<file path="src/rtl/tanh_batch_driver.sv">
// -----------------------------------------------------------------------------
// tanh_batch_driver
//
// Purpose:
//   Feeds a batch of operands, one at a time, to an external iterative tanh
//   core and collects its results. Operands are preloaded into an operand
//   buffer. On start, each operand is presented on core_z0 while the core is
//   held in reset for RST_CYCLES cycles. The core is then released and the
//   driver waits for a rising edge on core_flag. The core result is then
//   stored in the result buffer. If the core never flags within TIMEOUT
//   cycles, 16'hFFFF is stored instead and the sticky err flag is raised.
//
// Ports:
//   clk        - single clock, all state on rising edge
//   rst        - asynchronous, active-low reset
//   wr_en      - write operand buffer entry wr_addr with wr_data (any state)
//   wr_addr    - operand write address
//   wr_data    - operand value (core z0 format)
//   count      - number of operands to process (1..DEPTH), sampled at start
//   start      - begin a batch; only accepted while idle
//   rd_addr    - result read address
//   rd_data    - result buffer entry at rd_addr, one cycle later
//   core_z0    - operand currently presented to the tanh core
//   core_rst   - active-high reset to the tanh core
//   core_flag  - core result-valid flag, a rising edge means result ready
//   core_out   - core result
//   busy       - a batch is in progress
//   done       - one-cycle pulse when a batch completes
//   err        - sticky timeout flag, cleared by the next accepted start
// -----------------------------------------------------------------------------
module tanh_batch_driver #(
  parameter int DEPTH      = 8,
  parameter int TIMEOUT    = 64,
  parameter int RST_CYCLES = 2
) (
  input  logic                       clk,
  input  logic                       rst,
  input  logic                       wr_en,
  input  logic [$clog2(DEPTH)-1:0]   wr_addr,
  input  logic [15:0]                wr_data,
  input  logic [$clog2(DEPTH):0]     count,
  input  logic                       start,
  input  logic [$clog2(DEPTH)-1:0]   rd_addr,
  output logic [15:0]                rd_data,
  output logic [15:0]                core_z0,
  output logic                       core_rst,
  input  logic                       core_flag,
  input  logic [15:0]                core_out,
  output logic                       busy,
  output logic                       done,
  output logic                       err
);

  localparam int AW = $clog2(DEPTH);
  localparam int CW = AW + 1;
  localparam int TW = $clog2(TIMEOUT + 1);
  localparam int RW = $clog2(RST_CYCLES + 1);

  typedef enum logic [2:0] {
    IDLE    = 3'd0,
    RESTART = 3'd1,
    WAIT    = 3'd2,
    CAPTURE = 3'd3,
    FINISH  = 3'd4
  } state_t;

  state_t          r_state;
  state_t          w_nextState;

  logic [AW-1:0]   r_idx;
  logic [CW-1:0]   r_cnt;
  logic [TW-1:0]   r_tcnt;
  logic [RW-1:0]   r_rcnt;
  logic            r_flagPrev;
  logic            r_err;
  logic            r_timedOut;
  logic [15:0]     r_coreZ0;
  logic [15:0]     r_rdData;

  logic [15:0]     r_opBuf  [DEPTH];
  logic [15:0]     r_resBuf [DEPTH];

  logic            w_startOk;
  logic            w_edge;
  logic            w_rstDone;
  logic            w_timeout;
  logic            w_lastIdx;
  logic [AW-1:0]   w_nextIdx;

  // A start is only meaningful with a count the buffer can actually hold.
  assign w_startOk = start && (count != '0) && (count <= CW'(DEPTH));
  assign w_edge    = core_flag && !r_flagPrev;
  assign w_rstDone = (r_rcnt == RW'(RST_CYCLES - 1));
  assign w_timeout = (r_tcnt == TW'(TIMEOUT - 1));
  assign w_lastIdx = ({1'b0, r_idx} == (r_cnt - 1'b1));
  assign w_nextIdx = r_idx + 1'b1;

  assign core_z0 = r_coreZ0;
  assign rd_data = r_rdData;
  assign err     = r_err;

  // State register. Reset drops straight back to IDLE, which also makes
  // busy/done/core_rst take their idle values without waiting for a clock.
  always_ff @(posedge clk or negedge rst) begin
    if (!rst) begin
      r_state <= IDLE;
    end else begin
      r_state <= w_nextState;
    end
  end

  // Next-state and output decode. The core is held in reset whenever no
  // operand is being computed; it only runs during WAIT and CAPTURE.
  always_comb begin
    w_nextState = r_state;
    busy        = 1'b1;
    done        = 1'b0;
    core_rst    = 1'b0;
    case (r_state)
      IDLE: begin
        busy     = 1'b0;
        core_rst = 1'b1;
        if (w_startOk) begin
          w_nextState = RESTART;
        end
      end
      RESTART: begin
        core_rst = 1'b1;
        if (w_rstDone) begin
          w_nextState = WAIT;
        end
      end
      WAIT: begin
        if (w_edge || w_timeout) begin
          w_nextState = CAPTURE;
        end
      end
      CAPTURE: begin
        w_nextState = w_lastIdx ? FINISH : RESTART;
      end
      FINISH: begin
        done        = 1'b1;
        core_rst    = 1'b1;
        w_nextState = IDLE;
      end
      default: begin
        w_nextState = IDLE;
      end
    endcase
  end

  // Batch bookkeeping: operand index, restart and timeout counters, the
  // sticky error flag and the operand latched onto core_z0. core_z0 is
  // loaded only when entering RESTART, so buffer writes to the in-flight
  // entry cannot disturb an operand the core is already working on.
  always_ff @(posedge clk or negedge rst) begin
    if (!rst) begin
      r_idx      <= '0;
      r_cnt      <= '0;
      r_tcnt     <= '0;
      r_rcnt     <= '0;
      r_err      <= 1'b0;
      r_timedOut <= 1'b0;
      r_coreZ0   <= '0;
    end else begin
      case (r_state)
        IDLE: begin
          if (w_startOk) begin
            r_cnt      <= count;
            r_idx      <= '0;
            r_err      <= 1'b0;
            r_rcnt     <= '0;
            r_tcnt     <= '0;
            r_timedOut <= 1'b0;
            r_coreZ0   <= r_opBuf[0];
          end
        end
        RESTART: begin
          r_tcnt <= '0;
          if (!w_rstDone) begin
            r_rcnt <= r_rcnt + 1'b1;
          end
        end
        WAIT: begin
          if (w_edge) begin
            r_timedOut <= 1'b0;
          end else if (w_timeout) begin
            r_timedOut <= 1'b1;
            r_err      <= 1'b1;
          end else begin
            r_tcnt <= r_tcnt + 1'b1;
          end
        end
        CAPTURE: begin
          if (!w_lastIdx) begin
            r_idx      <= w_nextIdx;
            r_rcnt     <= '0;
            r_timedOut <= 1'b0;
            r_coreZ0   <= r_opBuf[w_nextIdx];
          end
        end
        default: begin
        end
      endcase
    end
  end

  // Flag edge detector. While the core is held in reset the previous value
  // is pinned high, so a flag still high from the previous operand cannot
  // be mistaken for a fresh result on the next one.
  always_ff @(posedge clk or negedge rst) begin
    if (!rst) begin
      r_flagPrev <= 1'b1;
    end else begin
      r_flagPrev <= core_rst ? 1'b1 : core_flag;
    end
  end

  // Registered result read port. A capture to the same address in the same
  // cycle returns the old contents, which falls out of the non-blocking
  // write below.
  always_ff @(posedge clk or negedge rst) begin
    if (!rst) begin
      r_rdData <= '0;
    end else begin
      r_rdData <= r_resBuf[rd_addr];
    end
  end

  // Operand and result storage. Neither buffer is cleared by reset; host
  // writes are accepted in every state.
  always_ff @(posedge clk) begin
    if (wr_en) begin
      r_opBuf[wr_addr] <= wr_data;
    end
    if (r_state == CAPTURE) begin
      r_resBuf[r_idx] <= r_timedOut ? 16'hFFFF : core_out;
    end
  end

endmodule

</file>
<file path="config.mk">
export PLATFORM = sky130hd
export DESIGN_NAME = tanh_batch_driver
export DESIGN_NICKNAME = d
export VERILOG_FILES = /design/src/rtl/tanh_batch_driver.sv
export SDC_FILE = /design/constraint.sdc
export NUM_CORES = 1
export LEC_CHECK = 0
export CAP_MARGIN = 20
export CORE_UTILIZATION = 53
export DETAILED_ROUTE_END_ITERATION = 16
export GPL_TIMING_DRIVEN = 0
export PLACE_DENSITY = 0.79
export SKIP_LAST_GASP = 1
export SLEW_MARGIN = 0
export SYNTH_ARGS = -nofsm -noshare
export SYNTH_HDL_FRONTEND = slang
export SYNTH_SLANG_ARGS = --single-unit
</file>
<file path="constraint.sdc">
create_clock -name clk -period 8.8 [get_ports clk]
set_input_delay 2.64 -clock clk [delete_from_list [all_inputs] [get_ports clk]]
set_output_delay 2.64 -clock clk [all_outputs]
set_load 0.05 [all_outputs]
</file>
==> results.cfg <==
[grt]
grt.total_usage_pct = 21.9
grt_max_degree = 32
grtUsageMet3_pct = 3.41
grt_antenna_before_repair = 0
first_global_vias = 6744
grt_use_met1_pct = 30.3
grtUsageMet2_pct = 36.6
grt_pass1_wl_mm = 38.9
busiest_layer = met2
grt_overflow = 0

[synthesis]
synthesis.area_sq_mm = 0.0122
synth_edf_count = 256
syn_inst = 618
synthArstFlopShare_pct = 17.4
synth_nets = 669
synth_cell_type_count = 52
synthFlopType = edfxtp_1
avgSynthCellArea_sq_um = 19.7
synth_warnings = 0
ys_ff_latch = 310
ys_seq_area_share_pct = 74.2

[place]
place_congestion = 0.778
post-dp-hpwl_mm = 16.1
placed_cells = 1002
dpl_cell_area_sq_mm = 0.0136
place_ws_ns = 3.88
port_buffers = 80

[floorplanning]
dieArea_sq_mm = 0.0236
die_y_um = 154
initial_core_util_pct = 54.0
core.rowCount = 55
io_pins = 83
die_w_um = 154
core_sq_mm = 0.0226

[final_layout]
finalNetCount = 800
final_cells = 1058
finalInstanceArea_sq_mm = 0.0148
antennaDiodeCount = 0
area_growth_pct = 21.2
drive_gt1_share_pct = 27.8

[clock_network]
cts-root-buf = clkbuf_16
clock_latency_ns = 0.55
post_cts_resize_count = 0
path_clk_slew_ns = 0.06
postCtsSetupBuffers = 0
numCtsBuffers = 30
ctsHoldBuffers = 0
cts.path.max_buffers = 3
cts_tree = yes
cts.sinks = 310
htreeDepth = 1

[critical_path]
worstRegToRegCells = 6
critPathCaptureType = primary output
path_max_fanout = 10
worst-endpoint-required_ns = 6.16
crit_path_start_kind = flop
crit_type = reg2out
critical_path_arrival_ns = 2.35

[route]
ant_nets = 0
dr.pass1.iters = 4
wire_per_inst_um = 23.5
drt-total-wl_mm = 24.9
vias = 6270
viasPerCell = 5.93
drt_iter0_drc = 559
drcViolationCount = 0

[pwr]
p_leak_nw = 5.12
peakVddDrop_v = 0.000206
powerDensity_mw_per_mm2 = 277

[run_status]
run_status = complete, no violations

[timing]
timing.slew.headroom_pct = 32.9
setup_viol = 0
fin_crit_sh_pct = 56.7
rsz0062_at_grt = no
slew_viol_final = 0
fin_crit_ns = 4.99
fin_setup_tns_ns = 0
max_freq_mhz = 200
fin_ws_ns = 3.81
hold_violations = 0
tightest_slew_ns = 1.00
skew_ns = 0.00958

[worst_hold_path]
hp-class = reg2reg
hold_depth = 1

[job]
maxCapViolCount = 0
==> kinds of logic (layout without fill, tap and decap cells) <==
logic type / Yosys count / in the layout / synth area share [%]
buffers and inverters: 35 / 190 / 1.35
muxes: 119 / 119 / 17.0
AOI/OAI and AO/OA: 48 / 48 / 2.58
DFF: 310 / 310 / 74.2
xor gates and xnor gates: 4 / 4 / 0.288
and+or+nand+nor: 98 / 98 / 4.18
adders and majority gates: 4 / 4 / 0.411
==> sequential cells by signal (all words and copies together), names as in the netlist <==
signal / count
r_tcnt: 7
r_rcnt: 2
r_opBuf: 128
r_cnt: 4
r_timedOut: 1
r_idx: 3
r_resBuf: 128
r_state: 3
core_z0: 16
rd_data: 16
err: 1
r_flagPrev: 1
==> Yosys cell counts, types with 3 or more instances <==
master / count / area, sq um
edfxtp_1: 256 / 7690
mux4_2: 64 / 1440
dfrtp_1: 53 / 1330
nand2_1: 25 / 93.8
mux2_2: 21 / 236
nor2_1: 20 / 75.1
o21ai_0: 18 / 90.1
mux2i_1: 17 / 170
or2_2: 17 / 106
clkbuf_1: 16 / 60.1
nor3_1: 10 / 50.1
mux2_1: 9 / 101
buf_2: 8 / 40.0
mux2_4: 8 / 120
a21oi_1: 7 / 35.0
nand2b_1: 6 / 37.5
and3_1: 5 / 31.3
inv_1: 5 / 18.8
o21ai_1: 5 / 25.0
ha_1: 4 / 50.1
buf_1: 3 / 11.3
buf_6: 3 / 33.8
==> critical path, stage by stage, from the launching register on <==
cell and delay, ns:
dfrtp_1 0.38, clkbuf_1 0.31, nor3b_1 0.27, clkdlybuf4s50_1 0.85
==> metrics by stage <==
step	utilization [%]	hold slack [ns]	total power [mW]
after floorplan	-	0.445	2.39
after global placement	59.1	0.466	2.63
after detailed placement	60.4	0.476	2.68
after CTS	65.4	0.486	4.12
after global routing	65.4	0.504	4.22
final	65.4	0.484	4.10
==> layout make-up <==
type	count	area, sq um
Clock buffer	40	850
Buffer	30	145
Timing Repair Buffer	99	1040
Inverter	5	18.8
Clock inverter	16	280
Tap cell	285	357
Fill cell	1447	7810
Multi-Input combinational cell	273	3040
Sequential cell	310	9040
==> cells in the final DEF, fill, tap and decap left out, types with 10 or more instances in the layout <==
master and count:
edfxtp_1 256, clkdlybuf4s50_1 79, mux4_2 64, dfrtp_1 53, clkbuf_16 31, nand2_1 25, clkbuf_1 21, mux2_2 21
o21ai_0 18, or2_2 17, mux2i_1 17, nor2_1 11, buf_6 10
==> layer usage <==
| layer | up-vias | share of wire (%) |
|---|---|---|
| met5 | - | 0 |
| met4 | 0 | 1.9 |
| met3 | 46 | 6.1 |
| met2 | 226 | 50 |
| met1 | 3265 | 42 |
| li1 | 2733 | - |
==> power by group <==
group / leakage (nW) / switching [mW] / internal (mW) / total, mW
Combinational: 1.58 / 0.513 / 0.368 / 0.881
Clock: 0.561 / 0.533 / 0.910 / 1.44
Sequential: 2.98 / 0.0619 / 1.71 / 1.77
Total: 5.12 / 1.11 / 2.99 / 4.10
==> path summary, 6_finish.rpt <==
path	slack, ns	start	to
max	3.81	r_state[2]$_DFFE_PN0P_	done
min	0.48	r_tcnt[6]$_DFFE_PN0P_	r_tcnt[6]$_DFFE_PN0P_
max reg2reg	5.71	r_state[2]$_DFFE_PN0P_	r_resBuf[1][14]$_DFFE_PP_
min reg2reg	0.48	r_tcnt[6]$_DFFE_PN0P_	r_tcnt[6]$_DFFE_PN0P_
max in group asynchronous	5.95	rst	r_flagPrev$_DFF_PN1_
min in group asynchronous	2.15	rst	rd_data[7]$_DFF_PN0_
(Power assumes the default switching activity.)
